`config.mk`:
```
export PLATFORM = sky130hd
export DESIGN_NAME = signed_divider_seq
export DESIGN_NICKNAME = d
export VERILOG_FILES = /design/src/rtl/div_pkg.sv /design/src/rtl/signed_divider_seq_div_step.sv /design/src/rtl/signed_divider_seq.sv
export SDC_FILE = /design/constraint.sdc
export NUM_CORES = 1
export LEC_CHECK = 0
export BUFFER_PORTS_ARGS = -buffer_cell sky130_fd_sc_hd__buf_2
export CAP_MARGIN = 30
export CORE_ASPECT_RATIO = 1.2
export CORE_MARGIN = 2
export CORE_UTILIZATION = 29
export CTS_CLUSTER_SIZE = 16
export DETAILED_ROUTE_END_ITERATION = 7
export HOLD_SLACK_MARGIN = 0.12
export PLACE_DENSITY = 0.49
export RECOVER_POWER = 25
export SLEW_MARGIN = 20
export SYNTH_ARGS = -nofsm -noshare
export SYNTH_HDL_FRONTEND = slang
export SYNTH_SLANG_ARGS = --single-unit
```
`constraint.sdc`:
```
create_clock -name clk -period 2.9 [get_ports clk]
set_input_delay 0.145 -clock clk [delete_from_list [all_inputs] [get_ports clk]]
set_output_delay 0.145 -clock clk [all_outputs]
set_load 0.01 [all_outputs]
```
`src/rtl/div_pkg.sv`:
```
// Shared types and helpers for the sequential signed divider.
package div_pkg;

    // Controller states: wait for start, one restoring step per clock, sign fix-up.
    typedef enum logic [1:0] {
        IDLE = 2'd0,
        CALC = 2'd1,
        FIX  = 2'd2
    } div_state_t;

    // Default operand/result width.
    localparam int DIV_W = 32;

    // Widest operand the magnitude helper supports; callers cast down to N.
    localparam int MAX_W = 64;

    // Two's-complement magnitude. -2^(N-1) sign-extended to MAX_W bits becomes
    // +2^(N-1), whose low N bits read correctly as an unsigned magnitude.
    function automatic logic [MAX_W-1:0] abs_n(input logic signed [MAX_W-1:0] v);
        return v[MAX_W-1] ? -v : v;
    endfunction

endpackage

```
`src/rtl/signed_divider_seq_div_step.sv`:
```
// One restoring division step: shift in a dividend bit, trial-subtract the
// divisor magnitude, keep the difference if it did not go negative.
module div_step
    import div_pkg::*;
#(
    parameter int N = DIV_W
) (
    input  logic [N:0]   rem_in,
    input  logic         bit_in,
    input  logic [N-1:0] dvs_mag,
    output logic [N:0]   rem_out,
    output logic         q_bit
);

    // One guard bit above the partial remainder carries the trial sign.
    logic [N+1:0] shifted;
    logic [N+1:0] trial;

    // Trial subtract and restore-or-keep selection.
    always_comb begin
        shifted = {rem_in, bit_in};
        trial   = shifted - {2'b00, dvs_mag};
        q_bit   = ~trial[N+1];
        rem_out = q_bit ? trial[N:0] : shifted[N:0];
    end

endmodule

```
`src/rtl/signed_divider_seq.sv`:
```
// Sequential signed divider: quotient truncated toward zero, remainder takes
// the dividend's sign. One restoring step per clock, start/done handshake.
// Optional feature macro: DIV_BY_ZERO_EN (zero divisor detected at accept,
// result all-ones quotient / unmodified dividend, dz flag raised).
module signed_divider_seq
    import div_pkg::*;
#(
    parameter int N  = DIV_W,
    parameter int CW = $clog2(N) + 1
) (
    input  logic         clk,
    input  logic         rst,
    input  logic         start,
    input  logic [N-1:0] dividend,
    input  logic [N-1:0] divisor,
    output logic         busy,
    output logic         done,
    output logic [N-1:0] quotient,
    output logic [N-1:0] remainder,
    output logic         dz
);

    div_state_t    state, state_nxt;
    logic [CW-1:0] cnt;
    logic [N:0]    rem;       // partial remainder
    logic [N-1:0]  dq;        // dividend magnitude shifts out, quotient shifts in
    logic [N-1:0]  dvs_mag;
    logic          sign_q;
    logic          sign_r;

    logic [N:0]    rem_step;
    logic          q_bit;
    logic [N-1:0]  dvd_abs;
    logic [N-1:0]  dvs_abs;
    logic          last_step;
    logic          dvs_zero;
    logic          fix_hold;  // zero-divisor op spends one extra cycle in FIX

    assign dvd_abs   = N'(abs_n(MAX_W'(signed'(dividend))));
    assign dvs_abs   = N'(abs_n(MAX_W'(signed'(divisor))));
    assign last_step = (cnt == CW'(N - 1));

    div_step #(.N(N)) u_step (
        .rem_in  (rem),
        .bit_in  (dq[N-1]),
        .dvs_mag (dvs_mag),
        .rem_out (rem_step),
        .q_bit   (q_bit)
    );

`ifdef DIV_BY_ZERO_EN
    logic dz_pend;

    assign dvs_zero = (divisor == '0);
    assign fix_hold = dz_pend && (cnt == '0);

    // Remember a zero divisor from accept and publish the flag with the result.
    always_ff @(posedge clk) begin
        if (rst) begin
            dz_pend <= 1'b0;
            dz      <= 1'b0;
        end else begin
            if (state == IDLE && start)
                dz_pend <= dvs_zero;
            if (state == FIX && !fix_hold)
                dz <= dz_pend;
        end
    end
`else
    assign dvs_zero = 1'b0;
    assign fix_hold = 1'b0;
    assign dz       = 1'b0;
`endif

    // State register.
    always_ff @(posedge clk) begin
        // NOTE: clocked state uses non-blocking assignments so every flop
        // samples pre-edge values regardless of block ordering.
        if (rst)
            state <= IDLE;
        else
            state <= state_nxt;
    end

    // Next-state and busy decode.
    always_comb begin
        // NOTE: defaults first so no path leaves an output unassigned (no latch).
        state_nxt = state;
        busy      = (state != IDLE);
        case (state)
            IDLE: if (start) state_nxt = dvs_zero ? FIX : CALC;
            CALC: if (last_step) state_nxt = FIX;
            FIX:  if (!fix_hold) state_nxt = IDLE;
            default: state_nxt = IDLE;
        endcase
    end

    // Operand capture, iteration datapath and result registers.
    always_ff @(posedge clk) begin
        if (rst) begin
            cnt       <= '0;
            rem       <= '0;
            dq        <= '0;
            dvs_mag   <= '0;
            sign_q    <= 1'b0;
            sign_r    <= 1'b0;
            done      <= 1'b0;
            quotient  <= '0;
            remainder <= '0;
        end else begin
            done <= 1'b0;
            case (state)
                IDLE: begin
                    if (start) begin
                        cnt     <= '0;
                        dvs_mag <= dvs_abs;
                        sign_r  <= dividend[N-1];
                        if (dvs_zero) begin
                            // Preload the final magnitudes so FIX reproduces the
                            // dividend and leaves the all-ones quotient unsigned.
                            rem    <= {1'b0, dvd_abs};
                            dq     <= '1;
                            sign_q <= 1'b0;
                        end else begin
                            rem    <= '0;
                            dq     <= dvd_abs;
                            sign_q <= dividend[N-1] ^ divisor[N-1];
                        end
                    end
                end
                CALC: begin
                    rem <= rem_step;
                    dq  <= {dq[N-2:0], q_bit};
                    cnt <= cnt + 1'b1;
                end
                FIX: begin
                    if (fix_hold) begin
                        cnt <= cnt + 1'b1;
                    end else begin
                        quotient  <= sign_q ? -dq : dq;
                        remainder <= sign_r ? -rem[N-1:0] : rem[N-1:0];
                        done      <= 1'b1;
                    end
                end
                default: ;
            endcase
        end
    end

endmodule

```
==> out/results.tsv <==
stage	metric	value	unit
status	run_status	complete, no violations	
yosys	synthXorXnorAreaFrac	0.1196	
placed_design	dp_hpwl	26.17	mm
critical_path	crit_fanout	7	
clock_network	cts_max_path_buffers	2	
yosys	synthMuxAreaShare	0.02469	
yosys	ys_ff_latch	172	
placed_design	port_buffers	132	
die	die_h	214.4	um
cells_and_area	drive_above_1_share	0.2117	
yosys	ys_warn_count	0	
die	core_region_area	36610	um^2
placed_design	placed_cells	2009	
detailed_routing	drt_iter0_markers	560	
global_routing	grt_max_degree	80	
sta	rsz0062_at_grt	yes	
power_and_ir_drop	finalPower	16.18	mW
detailed_routing	routed_wl	34.02	mm
critical_path	crit_family	simple AND/OR/NAND/NOR gates	
sta	post-route-period-util	0.9923	
detailed_routing	ant_nets	0	
critical_path	cp.buffers_inverters	3	
yosys	syn_area	10690	um^2
critical_path	crit_path_max_incr_delay	0.56	ns
sta	drv_slew	0	
sta	relSlewSlack	0.3253	
global_routing	grt_first_pass_wirelength	54.17	mm
die	start_util	0.2921	
cells_and_area	design_area	14240	um^2
yosys	synthAdderAreaFrac	0.04516	
yosys	synth-main-ff-cell	dfxtp_1	
yosys	yosysUniqueCellTypes	73	
sta	finalClockSkew	0.01145	ns
detailed_routing	drc	0	
sta	max_freq	0.3475	GHz
critical_path	crit_slowest_cell	or4_4	
critical_path	cp_common_cell	and3_1	
detailed_routing	routed_via_density	5.074	
global_routing	antenna_found_initial	0	
cells_and_area	num_antenna_cells	0	
die	ios	134	
placed_design	gp_congestion	0.8705	
hold_path	min-delay-path-class	in -> reg	
yosys	synth_compound_area_frac	0.2514	
critical_path	r2r_slack	0.02	ns
critical_path	cp-end-kind	flop	
critical_path	worstPathCellList	inv_1, ha_1, and3_1, and2_1, nand4_1, or4_4, a21oi_4, nor2_4, buf_12, buf_6, and3_1, or3_1	
job	cap_violations	0	
sta	tightest_slew	1.011	ns
critical_path	cp.required	3.23	ns
yosys	synthSimpleGateAreaFrac	0.1851	
clock_network	path_clk_slew	0.07	ns
cells_and_area	stdcell_count	2104	
clock_network	htreeDepth	4	
cells_and_area	fin_nets	1722	
global_routing	grt_usage	0.1781	
global_routing	grt_pass1_vias	10230	
yosys	yosysSeqAreaShare	0.3220	
clock_network	clk-insertion-delay-late	0.45	ns
clock_network	cts_buffers	17	
clock_network	cts_tree	built	
yosys	synthArstFlopShare	0	
yosys	synth_edf_count	0	
clock_network	clock_sinks	172	
cells_and_area	fill_cells	3811	
power_and_ir_drop	p_leak	5.487	nW
yosys	syn_inst	1346	
power_and_ir_drop	power_per_cell_area	1136	nW/um^2
clock_network	cts_root_buffer	clkbuf_16	
sta	hold_violations	0	
sta	period_needed	2.878	ns
yosys	syn_area_per_cell	7.945	um^2
detailed_routing	drtPass1Iterations	7	
die	std_cell_rows	77	
critical_path	critPathKind	reg -> reg	
global_routing	grt.overflow.total	0	
die	die_area	38430	um^2
critical_path	cp.arrival	3.21	ns
die	die_x	179.3	um
yosys	synth_top_family_by_area	compound AO/OA/AOI/OAI gates	
critical_path	cp-start-kind	flop	
placed_design	post_dp_cell_area	12750	um^2
power_and_ir_drop	ir_drop	0.7852	mV
sta	setup_viol	0	
detailed_routing	dr_total_vias	10680	
detailed_routing	wl_per_cell	16.17	um
yosys	synth_nets	1451	
cells_and_area	syn_to_final_growth	33.17	%
per-stage QoR:
step / setup WS [ns] / TNS, ns / hold slack [ns] / utilization
floorplan: 0.005630 / 0 / 0.2810 / -
global placement: -0.1886 / -4.471 / 0.4436 / 0.3482
detailed placement: -0.3058 / -7.263 / 0.4455 / 0.3482
CTS: 0.002537 / 0 / 0.1219 / 0.3814
global route: -0.08256 / -0.2968 / 0.1515 / 0.3890
finish: 0.02233 / 0 / 0.1370 / 0.3890
synthesized netlist by cell type, types with 4 or more instances:
cell type	instances	area, um^2
nor4_1	7	43.79
nand3b_1	5	37.54
o21ai_1	8	40.04
a211oi_1	90	675.7
nand3_1	18	90.09
o41ai_1	16	140.1
mux2i_1	23	230.2
and3_1	5	31.28
nor3_1	25	125.1
a32oi_1	11	96.34
nand4_1	11	68.82
clkbuf_1	70	262.8
nor2_1	149	559.3
or4_1	23	172.7
or2_2	4	25.02
a22oi_1	27	202.7
ha_1	37	462.9
a221oi_1	4	35.03
o21ai_0	78	390.4
o21a_1	6	45.04
a21o_1	6	45.04
inv_1	53	198.9
or3_1	13	81.33
a21oi_1	75	375.4
a31oi_1	8	50.05
buf_1	9	33.78
o31ai_1	37	277.8
nor2b_1	8	50.05
xor2_1	85	744.5
xnor2_1	61	534.3
nand2b_1	6	37.54
o211ai_1	4	30.03
and2_1	5	31.28
nand2_1	131	491.7
dfxtp_1	172	3443
worst min-delay path: stages:
cell and delay (ns):
buf_2 0.12, mux2i_1 0.18, a211oi_1 0.10
cell type report:
cell class / instances / area, um^2 / share of cell area
multi-input cells: 1034 / 7030 / 0.4937
clock buffers: 19 / 432.9 / 0.03040
inverters: 53 / 198.9 / 0.01397
clock inverters: 13 / 202.7 / 0.01423
repair buffers: 339 / 2320 / 0.1629
well taps: 474 / 593.1 / 0.04164
flip-flops and latches: 172 / 3463 / 0.2432
final timing paths:
check / start / endpoint / cells past startpoint
min reg2reg: dvs_mag[21] / dvs_mag[21] / 2
min: divisor[1] / dvs_mag[1] / 3
max: dvs_mag[27] / rem[32] / 12
max reg2reg: dvs_mag[27] / rem[32] / 12
registers in the layout (all words and copies together), names as in the netlist, 2 cells and up:
register and flops:
dq 32, remainder 32, dvs_mag 32, rem 33, quotient 32, state 2
cnt 6
placed cells by master (no fill, tap or decap), types with 6 or more instances in the layout:
cell,netlist,layout
dfxtp_1,172,160
buf_4,2,151
nor2_1,149,148
nand2_1,131,130
a211oi_1,90,88
xor2_1,85,85
buf_2,3,75
o21ai_0,78,72
a21oi_1,75,71
xnor2_1,61,61
clkbuf_1,70,58
dlygate4sd3_1,0,50
inv_1,53,48
o31ai_1,37,33
ha_1,37,29
a22oi_1,27,27
mux2i_1,23,23
or4_1,23,20
nor3_1,25,19
nand3_1,18,18
clkbuf_16,0,17
o41ai_1,16,15
or3_1,13,12
o21ai_1,8,12
nand4_1,11,11
a32oi_1,11,10
dfxtp_2,0,10
a31oi_1,8,8
ha_4,0,8
nand2b_1,6,6
a21o_1,6,6
o21a_1,6,6
nor2b_1,8,6
nor3_2,1,6
repair_timing:
item	4_1_cts	5_1_grt
gates resized for setup	18	62
endpoints found under the setup margin	36	47
pin swaps	9	24
endpoints found under the hold margin	61	0
hold buffers	50	0
gates cloned	0	0
setup buffers	1	12
power breakdown:
group | switching [mW] | leakage [nW] | internal (mW) | total (mW)
registers | 0.296 | 1.40 | 2.64 | 2.93
logic | 5.48 | 3.78 | 5.24 | 10.7
clock network | 1.07 | 0.307 | 1.47 | 2.53
cells by family after synthesis:
family	after synthesis
mux	26
fa+ha+maj	38
other cells	1
xor+xnor	146
compound gates	399
simple gates	424
buf+inv	140
flops	172
layer usage:
layer | global-route usage | wire, um | vias to the layer above
met5 | 0 | 0 | -
li1 | - | - | 5424
met4 | 0.06290 | 867 | 0
met2 | 0.3037 | 16800 | 194
met3 | 0.02748 | 1219 | 41
met1 | 0.2252 | 15140 | 5017
Note: power is estimated with default switching activity, not from simulation.
